--- src/rtl/serdes_ctrl_pkg.sv ---
// Shared constants and state encoding for the serializer transmit scheduler.
package serdes_ctrl_pkg;

    typedef enum logic [1:0] {
        ST_OFF   = 2'd0,
        ST_TRAIN = 2'd1,
        ST_RUN   = 2'd2
    } tx_state_t;

    localparam int unsigned SYM_WIDTH    = 9;
    localparam logic [7:0]  COM_SYM_DEF  = 8'hBC;  // K28.5
    localparam logic [7:0]  IDLE_SYM_DEF = 8'h7C;  // K28.3

endpackage

--- src/rtl/rr_arb2.sv ---
// Two-way round-robin arbiter; the last-grant history lives in the parent.
module rr_arb2 (
    input  logic valid0,
    input  logic valid1,
    input  logic last_grant,
    output logic grant,
    output logic grant_vld
);

    always_comb begin
        grant_vld = valid0 | valid1;
        grant     = 1'b0;
        if (valid0 && valid1) begin
            grant = ~last_grant;
        end else if (valid1) begin
            grant = 1'b1;
        end
    end

endmodule

--- src/rtl/serdes_tx_sched.sv ---
// Slot-timed transmit scheduler: comma training, round-robin byte feed and idle fill
// for a 9-bit serializer, with each symbol held for a whole slot.
module serdes_tx_sched
    import serdes_ctrl_pkg::*;
#(
    parameter int unsigned SYM_BITS   = SYM_WIDTH,
    parameter int unsigned TRAIN_SYMS = 4,
    parameter logic [7:0]  COM_SYM    = COM_SYM_DEF,
    parameter logic [7:0]  IDLE_SYM   = IDLE_SYM_DEF
) (
    input  logic       clk,
    input  logic       reset,
    input  logic       tx_en,
    input  logic       req0_valid,
    input  logic [7:0] req0_data,
    input  logic       req0_k,
    output logic       req0_ready,
    input  logic       req1_valid,
    input  logic [7:0] req1_data,
    input  logic       req1_k,
    output logic       req1_ready,
    output logic       ser_enb,
    output logic [7:0] ser_data,
    output logic       ser_dk,
    output logic       slot_last,
    output logic [1:0] state
);

    localparam int unsigned SLOT_W  = $clog2(SYM_BITS);
    localparam int unsigned TRAIN_W = $clog2(TRAIN_SYMS + 1);
    localparam logic [SLOT_W-1:0]  SLOT_MAX  = SLOT_W'(SYM_BITS - 1);
    localparam logic [TRAIN_W-1:0] TRAIN_MAX = TRAIN_W'(TRAIN_SYMS);

    tx_state_t          st_q, st_d;
    logic [SLOT_W-1:0]  slot_cnt_q, slot_cnt_d;
    logic [TRAIN_W-1:0] train_cnt_q, train_cnt_d;
    logic               last_grant_q, last_grant_d;
    logic               enb_q, enb_d;
    logic [7:0]         data_q, data_d;
    logic               dk_q, dk_d;
    logic               grant, grant_vld;
    logic               run_slot_end;

    rr_arb2 u_arb (
        .valid0     (req0_valid),
        .valid1     (req1_valid),
        .last_grant (last_grant_q),
        .grant      (grant),
        .grant_vld  (grant_vld)
    );

    assign slot_last    = (st_q != ST_OFF) && (slot_cnt_q == SLOT_MAX);
    assign run_slot_end = slot_last && (st_q == ST_RUN) && tx_en;
    assign req0_ready   = run_slot_end && grant_vld && !grant;
    assign req1_ready   = run_slot_end && grant_vld && grant;

    assign ser_enb  = enb_q;
    assign ser_data = data_q;
    assign ser_dk   = dk_q;
    assign state    = st_q;

    always_ff @(posedge clk) begin
        if (reset) begin
            st_q         <= ST_OFF;
            slot_cnt_q   <= '0;
            train_cnt_q  <= '0;
            last_grant_q <= 1'b1;
            enb_q        <= 1'b0;
            data_q       <= '0;
            dk_q         <= 1'b0;
        end else begin
            st_q         <= st_d;
            slot_cnt_q   <= slot_cnt_d;
            train_cnt_q  <= train_cnt_d;
            last_grant_q <= last_grant_d;
            enb_q        <= enb_d;
            data_q       <= data_d;
            dk_q         <= dk_d;
        end
    end

    always_comb begin
        st_d         = st_q;
        train_cnt_d  = train_cnt_q;
        last_grant_d = last_grant_q;
        enb_d        = enb_q;
        data_d       = data_q;
        dk_d         = dk_q;

        if (st_q == ST_OFF || slot_last) begin
            slot_cnt_d = '0;
        end else begin
            slot_cnt_d = slot_cnt_q + SLOT_W'(1);
        end

        unique case (st_q)
            ST_OFF: begin
                if (tx_en) begin
                    st_d        = ST_TRAIN;
                    enb_d       = 1'b1;
                    data_d      = COM_SYM;
                    dk_d        = 1'b1;
                    train_cnt_d = TRAIN_W'(1);
                end
            end
            ST_TRAIN, ST_RUN: begin
                // Everything below only acts at a slot end so a symbol is never cut short.
                if (slot_last) begin
                    if (!tx_en) begin
                        st_d        = ST_OFF;
                        enb_d       = 1'b0;
                        data_d      = '0;
                        dk_d        = 1'b0;
                        train_cnt_d = '0;
                    end else if (st_q == ST_TRAIN) begin
                        if (train_cnt_q == TRAIN_MAX) begin
                            st_d   = ST_RUN;
                            data_d = IDLE_SYM;
                            dk_d   = 1'b1;
                        end else begin
                            data_d      = COM_SYM;
                            dk_d        = 1'b1;
                            train_cnt_d = train_cnt_q + TRAIN_W'(1);
                        end
                    end else if (grant_vld) begin
                        data_d       = grant ? req1_data : req0_data;
                        dk_d         = grant ? req1_k : req0_k;
                        last_grant_d = grant;
                    end else begin
                        data_d = IDLE_SYM;
                        dk_d   = 1'b1;
                    end
                end
            end
            default: begin
                st_d = ST_OFF;
            end
        endcase
    end

endmodule

--- config.mk ---
export PLATFORM = sky130hd
export DESIGN_NAME = serdes_tx_sched
export DESIGN_NICKNAME = d
export VERILOG_FILES = /design/src/rtl/serdes_ctrl_pkg.sv /design/src/rtl/rr_arb2.sv /design/src/rtl/serdes_tx_sched.sv
export SDC_FILE = /design/constraint.sdc
export NUM_CORES = 1
export LEC_CHECK = 0
export BUFFER_PORTS_ARGS = -buffer_cell sky130_fd_sc_hd__buf_2
export CAP_MARGIN = 10
export CORE_ASPECT_RATIO = 0.9
export CORE_MARGIN = 8
export CORE_UTILIZATION = 56
export CTS_BUF_LIST = sky130_fd_sc_hd__clkbuf_8
export DETAILED_ROUTE_END_ITERATION = 12
export PLACE_DENSITY = 0.89
export SYNTH_ARGS = -nofsm -noshare
export SYNTH_HDL_FRONTEND = slang
export SYNTH_SLANG_ARGS = --single-unit
--- constraint.sdc ---
create_clock -name clk -period 4.2 [get_ports clk]
set_clock_uncertainty 0.1 [all_clocks]
set_input_delay 0.84 -clock clk [delete_from_list [all_inputs] [get_ports clk]]
set_output_delay 0.84 -clock clk [all_outputs]
set_load 0.05 [all_outputs]
# Yosys cells after proc, flatten, opt, wreduce, memory -nomap -nowiden
# Index checks and enable logic that the tools add are counted.
dict set report word_totals {
  inputBits 23
  out_inout_bits 15
  ff_bits 20
}
dict set report classes {
  mux 32
  n_bitwise 3
  reduce_logical 19
  eq_ne 10
  n_addsub 2
}
# cell count
set ops {}
lappend ops {{$mux 8} 7}
lappend ops {{$pmux 8 s2} 1}
lappend ops {{$mux 3} 5}
lappend ops {{$mux 1} 10}
lappend ops {{$mux 2} 5}
lappend ops {{$reduce_and 5->1} 2}
lappend ops {{$ne 3x3->1 const B} 3}
lappend ops {{$reduce_and 4->1} 2}
lappend ops {{$logic_and 1x1->1} 7}
lappend ops {{$ne 2x2->1 const B} 3}
lappend ops {{$pmux 3 s2} 1}
lappend ops {{$add 4x1->4 const B} 1}
lappend ops {{$eq 4x4->1 const B} 1}
lappend ops {{$pmux 1 s2} 2}
lappend ops {{$pmux 2 s2} 1}
lappend ops {{$reduce_bool 2->1} 2}
lappend ops {{$reduce_or 2->1} 2}
lappend ops {{$add 3x1->3 const B} 1}
lappend ops {{$eq 3x3->1 const B} 1}
lappend ops {{$reduce_and 3->1} 1}
lappend ops {{$eq 2x1->1 const B} 1}
lappend ops {{$eq 2x2->1 const B} 1}
lappend ops {{$logic_not 2->1} 1}
lappend ops {{$not 1->1} 2}
lappend ops {{other kinds (3)} 3}

# Depth between registers and ports, before layout
# Gate-level depths: netlist of the first run.
dict set report logic_depth {
  depth_word 8
  ltp_mapped 8
  mapped_depth_nobuf 7
}

# By module
# From an unflattened synthesis of the first run, not the netlist that was laid out.
dict set report unflattened {
  hier_cells 140
  hier_area_um2 1234.9
}
# module seq_area_each_um2 area_per_inst_um2 n_inst cells_per_inst
set by_module_without_submodules {}
lappend by_module_without_submodules {serdes_tx_sched 400.4 1221.2 1 138}
lappend by_module_without_submodules {rr_arb2 0.0 13.8 1 2}

# Worst setup path after synthesis of the first run
# Ideal clock, no wire load.
dict set report synth_path {
  path_type {reg2out}
  startpoint {register st_q[0] (netlist: state[0])}
  endpoint {output port req0_ready}
  t_required_ps 3260
  path_stages_with_launch 8
  arrival_ps 2727
  setup_slack_ps 533
  cell_sequence {dfxtp_1 > inv_1 > ha_1 > nand4bb_1 > buf_6 > inv_6 > o21ai_2 > nor3_1}
}
dict set report synth_between {
  elab_chain_cells 6
  word_cells_on_any_way 7
  cone_classes {eq/ne (1); reduce/logical (6)}
}
# item line
set synth_lines {}
lappend synth_lines {{start, declared} serdes_tx_sched.sv:34} ;# tx_state_t st_q, st_d;
lappend synth_lines {{start signal, assigned} serdes_tx_sched.sv:72} ;# st_q <= st_d;
lappend synth_lines {{$reduce_bool 2->1} serdes_tx_sched.sv:52} ;# assign slot_last = (st_q != ST_OFF) && (slot_cnt_q == SLOT_MAX);
lappend synth_lines {{$logic_and 1x1->1} serdes_tx_sched.sv:52}
lappend synth_lines {{named net slot_last} serdes_tx_sched.sv:25} ;# output logic slot_last,
lappend synth_lines {{$logic_and 1x1->1 (2 in a row)} serdes_tx_sched.sv:53} ;# assign run_slot_end = slot_last && (st_q == ST_RUN) && tx_en;
lappend synth_lines {{$logic_and 1x1->1 (2 in a row)} serdes_tx_sched.sv:54} ;# assign req0_ready = run_slot_end && grant_vld && !grant;
lappend synth_lines {{end, declared} serdes_tx_sched.sv:17} ;# output logic req0_ready,
# The timed path passes the listed nets, and every way through them passes these cells.

# Final worst setup path of the first run
dict set report layout_path {
  startpoint {register st_q[0] (netlist: state[0])}
  endpoint {output port req1_ready}
}
dict set report layout_between {
  elab_chain_cells 6
  word_cells_on_any_way 7
  cone_classes {eq/ne (1); reduce/logical (6)}
}
# item line
set layout_lines {}
lappend layout_lines {{$reduce_bool 2->1} serdes_tx_sched.sv:52}
lappend layout_lines {{$logic_and 1x1->1} serdes_tx_sched.sv:52}
lappend layout_lines {{$logic_and 1x1->1 (*) (2 in a row)} serdes_tx_sched.sv:53}
lappend layout_lines {{$logic_and 1x1->1 (*) (2 in a row)} serdes_tx_sched.sv:55} ;# assign req1_ready = run_slot_end && grant_vld && grant;
lappend layout_lines {{end, declared} serdes_tx_sched.sv:21} ;# output logic req1_ready,
# Mark *: on every way between the ends. The rest lies on a longest branch, timed or not.

==> results of run 1 <==
## sequential cells by signal (all words and copies together), names as in the netlist
signal	count
ser_dk	1
slot_cnt_q	4
train_cnt_q	3
ser_enb	1
ser_data	8
last_grant_q	1
state	2
## worst max-delay path: stages (launching register included)
cell and delay [ns]:
dfxtp_1 0.45, inv_1 0.13, ha_1 0.25, nand4bb_1 0.46, inv_6 0.18, o21ai_2 0.08, nor3_1 0.20, buf_2 0.30
## cell families after synthesis
| logic type | synth area share [%] |
|---|---|
| buffers and inverters | 5.550 |
| AND/OR/NAND/NOR | 23.05 |
| multiplexers | 1.708 |
| flip-flops | 34.15 |
| adder cells (fa/ha/maj) | 10.67 |
| XOR/XNOR | 1.494 |
| AO/OA/AOI/OAI | 23.37 |
## Yosys cell counts, types with 3 or more instances
cell / count / area (um2)
ha_1: 10 / 125.1
inv_1: 10 / 37.54
o31ai_1: 3 / 22.52
o21ai_0: 4 / 20.02
nand3b_1: 3 / 22.52
nand3_1: 7 / 35.03
nand2_1: 14 / 52.55
a21oi_1: 5 / 25.02
nor3_1: 3 / 15.01
o211a_1: 5 / 50.05
dfxtp_1: 20 / 400.4
nor2_1: 13 / 48.80
## routing by layer
metal,share of wire (%),vias up
met5,0,-
met4,1.2,0
met3,7.5,6
met1,39,570
met2,52,49
li1,-,568
## path summary, 6_finish.rpt
check | to | start | depth (start not counted) | slack (ns)
worst max-delay path | req1_ready | state[0]$_SDFFE_PP0P_ | 7 | 0.96
worst max register to register | ser_data[7]$_SDFFE_PP0P_ | state[0]$_SDFFE_PP0P_ | 6 | 1.67
worst min register to register | slot_cnt_q[0]$_SDFF_PP0_ | slot_cnt_q[0]$_SDFF_PP0_ | 1 | 0.37
worst min-delay path | slot_cnt_q[0]$_SDFF_PP0_ | slot_cnt_q[0]$_SDFF_PP0_ | 1 | 0.37
## power by group through the flow
stage	sequential, uW	combinational, uW	clock, uW
2_1_floorplan	263	73.4	0
3_3_place_gp	219	158	0
3_5_place_dp	221	163	0
4_1_cts	217	165	145
5_1_grt	218	180	153
6_report	217	165	144
## through the flow
| step | setup WS [ns] | cell area, um2 | util (%) | total power (uW) | hold WS [ns] |
|---|---|---|---|---|---|
| 5_1_grt | 0.7995 | 1425 | 73.01 | 552.1 | 0.3924 |
| 3_3_place_gp | 1.458 | 1370 | 70.19 | 377.4 | 0.3434 |
| 3_5_place_dp | 1.277 | 1370 | 70.19 | 384.2 | 0.3602 |
| 4_1_cts | 1.002 | 1425 | 73.01 | 526.7 | 0.3812 |
| 2_1_floorplan | 0.5328 | 1172 | - | 336.8 | 0.3300 |
| 6_report | 0.9609 | 1425 | 73.01 | 525.7 | 0.3728 |
## area by class of cell
class                   instances  area, um2
clock buffers                   4      55.05
fillers                       160      526.8
inverters                      11      46.29
multi-input cells             102      706.9
flip-flops and latches         20      400.4
well taps                      25      31.28
repair buffers                 37      185.2
==> impl_metrics.csv, run 1 <==
group,metric,value,unit
sta,setup-violations-final,0,
synth,syn_area,0.001172,mm2
setup_path,worst-path-max-fanout,7,
global_routing,grt_overflow_total,0,
job,cap_violations,0,
synth,seq_area_frac_synth,34.15,%
floorplanning,initial_core_util,60.06,%
floorplanning,die_w,64.23,um
layout,area_growth,21.56,%
synth,syn_inst,136,
placement,io_buffer_count,37,
setup_path,cp-end-kind,"output port",
floorplanning,core_area,0.001952,mm2
layout,most-common-layout-cells,"37 x buf_2, 20 x dfxtp_1, 14 x nand2_1",
global_routing,grt_pass1_wl,5423,um
clock_tree,cts_sinks,20,
drt,wl,3274,um
floorplanning,dieArea,0.003816,mm2
synth,synth_fp_nets,169,
setup_path,required,3.26,ns
pwr,p_int,341.3,uW
sta,timing.fmax,0.3087,GHz
pwr,p_sw_share,35.07,%
placement,dp_cells,195,
placement,gp_congestion,0.8810,
clock_tree,post_cts_resized,0,
min_path,hp-class,"reg2reg",
global_routing,met1_usage,17.23,%
global_routing,use_met3,6.427,%
setup_path,critical_path_class,"reg2out",
floorplanning,die_y,59.41,um
global_routing,grt_pass1_vias,1290,
sta,worst_pin_slew,0.7041,ns
clock_tree,hold_buffers,0,
synth,synth_edf_count,0,
setup_path,worstSetupStartpointType,"flop",
global_routing,grt_use_met2,31.47,%
pwr,comb_power_share,31.3,%
layout,num_antenna_cells,0,
synth,synth_flop_cell,"dfxtp_1",
drt,first_pass_iters,4,
pwr,power_switching,184.4,uW
drt,drc,0,
pwr,clkPwrFrac,27.4,%
synth,ys_ff_latch,20,
clock_tree,clk_latency,0.26,ns
run_status,status,"complete, no violations",
sta,hold_violations,0,
placement,place_hpwl,2526,um
sta,fin_crit_sh,77.12,%
drt,via_per_inst,5.995,
clock_tree,postCtsSetupBuffers,0,
drt,num_vias,1193,
pwr,vdd.ir_drop.worst,350.0,uV
global_routing,grtUsageTotal,17.34,%
floorplanning,pin_count,38,
clock_tree,numCtsBuffers,3,
pwr,leakage,0.0006557,uW
synth,synth_warnings,0,
sta,period_minus_slack,3.239,ns
clock_tree,clockBufferDepth,2,
global_routing,antenna_found_initial,0,
layout,final_cells,199,
setup_path,cp.arrival,2.30,ns
global_routing,top_usage_layer,"met2",
clock_tree,path_clk_slew,0.07,ns
drt,ant_nets,0,
synth,synthArstFlopShare,0,%
sta,rsz0062_at_grt,"no",
floorplanning,rows,15,
clock_tree,htreeDepth,1,
synth,post_synth.cell_area_avg,8.620,um2
drt,wl_per_cell,16.45,um
layout,fin_nets,208,
clock_tree,tritoncts,"yes",
pwr,seqPwrFrac,41.3,%
layout,final_common_cell,"buf_2",
sta,slew_viol_final,0,
sta,max_slew_margin,52.75,%
layout,drive_above_1_share,27.59,%
pwr,pwr_density_cell,368.9,mW/mm2
synth,synth_cell_type_count,43,
drt,dr.first_iter.drc_count,60,
clock_tree,cts-root-buf,"clkbuf_8",
sta,tns,0,ns
global_routing,grt_max_degree,15,
No activity file was read; power rests on OpenSTA's default activity.
==> inputs of run 2 (changes only) <==
--- a/config.mk
+++ b/config.mk
@@ -9,10 +9,10 @@
 export CAP_MARGIN = 10
 export CORE_ASPECT_RATIO = 0.9
 export CORE_MARGIN = 8
-export CORE_UTILIZATION = 56
+export CORE_UTILIZATION = 47
 export CTS_BUF_LIST = sky130_fd_sc_hd__clkbuf_8
 export DETAILED_ROUTE_END_ITERATION = 12
-export PLACE_DENSITY = 0.89
+export PLACE_DENSITY = 0.8
 export SYNTH_ARGS = -nofsm -noshare
 export SYNTH_HDL_FRONTEND = slang
 export SYNTH_SLANG_ARGS = --single-unit
==> constraint.sdc (replaced) <==
create_clock -name clk -period 2.7 [get_ports clk]
set_clock_uncertainty 0.1 [all_clocks]
set_input_delay 0.54 -clock clk [delete_from_list [all_inputs] [get_ports clk]]
set_output_delay 0.54 -clock clk [all_outputs]
set_load 0.05 [all_outputs]
==> run 2 against run 1 <==
Compared with the run above: sequential power grew 55%; global-route usage decreased by 2.3 points; critical path depth unchanged; count of clock-buffer cells in the layout is the same; utilization is 12 points lower; cell count grew 2.5%; critical path type unchanged; highest routed layer unchanged.
==> impl_metrics.csv, run 2 (synthesis gave the netlist of run 1 again) <==
group,metric,value,unit
drt,via_per_inst,5.647,
floorplanning,die_w,68.65,um
floorplanning,dieArea,0.004351,mm2
clock_tree,hold_buffers,0,
layout,final_common_cell,"buf_2",
sta,timing.fmax,0.3879,GHz
layout,largest_reg_flops,8,
floorplanning,initial_core_util,48.78,%
floorplanning,die_y,63.38,um
clock_tree,clockBufferDepth,2,
sta,hold_ws,0.3632,ns
layout,drive_above_1_share,30.68,%
setup_path,worstSetupStartpointType,"flop",
pwr,vdd.ir_drop.worst,365.0,uV
clock_tree,path_clk_slew,0.07,ns
clock_tree,clk_latency,0.26,ns
floorplanning,pin_count,38,
clock_tree,htreeDepth,1,
min_path,hp-class,"reg2reg",
sta,worst_pin_slew,0.5272,ns
run_status,status,"complete, no violations",
clock_tree,numCtsBuffers,3,
global_routing,grt_pass1_wl,5230,um
job,cap_violations,0,
drt,drc,0,
layout,area_growth,25.51,%
drt,first_pass_iters,4,
sta,rsz0062_at_grt,"no",
layout,fillers,211,
global_routing,grtUsageTotal,15.02,%
clock_tree,cts_sinks,20,
global_routing,antenna_found_initial,0,
drt,wl,3073,um
sta,period_minus_slack,2.578,ns
setup_path,critical_path_class,"reg2out",
setup_path,cp.arrival,1.94,ns
sta,max_slew_margin,64.54,%
sta,hold_violations,0,
drt,dr.first_iter.drc_count,79,
drt,ant_nets,0,
sta,slew_viol_final,0,
layout,num_antenna_cells,0,
clock_tree,tritoncts,"yes",
pwr,leakage,0.0006819,uW
clock_tree,cts-root-buf,"clkbuf_8",
floorplanning,rows,17,
pwr,pwr_density_cell,559.5,mW/mm2
placement,place_hpwl,2478,um
pwr,power,823.2,uW
sta,tns,0,ns
clock_tree,postCtsSetupBuffers,0,
setup_path,required,2.06,ns
drt,wl_per_cell,15.06,um
sta,fin_crit_sh,95.49,%
sta,setup-violations-final,0,
drt,num_vias,1152,
layout,most-common-layout-cells,"36 x buf_2, 18 x dfxtp_1, 14 x nand2_1",
global_routing,grt_overflow_total,0,
layout,fin_nets,210,
placement,gp_congestion,0.8717,
placement,io_buffer_count,37,
floorplanning,core_area,0.002404,mm2
setup_path,r2r_slack,0.50,ns
global_routing,grt_max_degree,15,
setup_path,cp-end-kind,"output port",
setup_path,worst-path-max-fanout,6,
global_routing,grt_pass1_vias,1160,
clock_tree,post_cts_resized,0,
## run 2: cell types whose count changed in the layout (fill, tap and decap cells not counted), sizes merged
cell / before / now
clkbuf: 4 / 5
buf: 37 / 38
## run 2: worst paths after layout
check / from / end / cells past startpoint
hold reg to reg: ser_data[1]$_SDFFE_PP0P_ / ser_data[1]$_SDFFE_PP0P_ / 1
hold / removal: ser_data[1]$_SDFFE_PP0P_ / ser_data[1]$_SDFFE_PP0P_ / 1
setup / recovery: state[0]$_SDFFE_PP0P_ / req1_ready / 7
setup reg to reg: state[0]$_SDFFE_PP0P_ / last_grant_q$_SDFFE_PP1P_ / 7
## run 2: metrics by stage
step	util, %	cells	setup WS [ns]	instance area, um2
2_1_floorplan	-	136	0.1480	1197
3_3_place_gp	58.82	200	0.4736	1414
3_5_place_dp	58.82	200	0.3794	1414
4_1_cts	61.11	204	0.1031	1469
5_1_grt	61.22	204	0.01359	1471
6_report	61.22	204	0.1217	1471
## run 2: per-layer routing
metal  track usage (%)  share of wire, %  vias up  routed length [um]
li1                  -                 -      568                   -
met1             17.06                41      545                1270
met2             24.97                51       33                1567
met3             4.594               5.7        6                 176
met4             5.882               1.9        0                  59
met5                 0                 0        -                   0
## run 2: worst max-delay path: stages (launching register included)
cell and delay, ns:
dfxtp_2 0.38, inv_1 0.09, ha_1 0.23, nand4bb_1 0.31, inv_6 0.14, o21ai_2 0.11
nor3_4 0.16, buf_2 0.28
## run 2: report_power, final
part	total, uW	leakage [uW]	internal (uW)	switching [uW]
Clock	225	0.0000288	130	95.8
Sequential	337	0.000165	320	16.8
Combinational	261	0.000489	85.3	175
Total	823	0.000682	535	288
## run 2: area by class of cell
cell class | count | area (um2) | share of cell area [%]
clock buffers | 4 | 55.05 | 3.741
flip-flops and latches | 20 | 402.9 | 27.38
multi-input cells | 102 | 729.5 | 49.57
repair buffers | 39 | 202.7 | 13.78
well taps | 28 | 35.03 | 2.381
inverters | 11 | 46.29 | 3.146
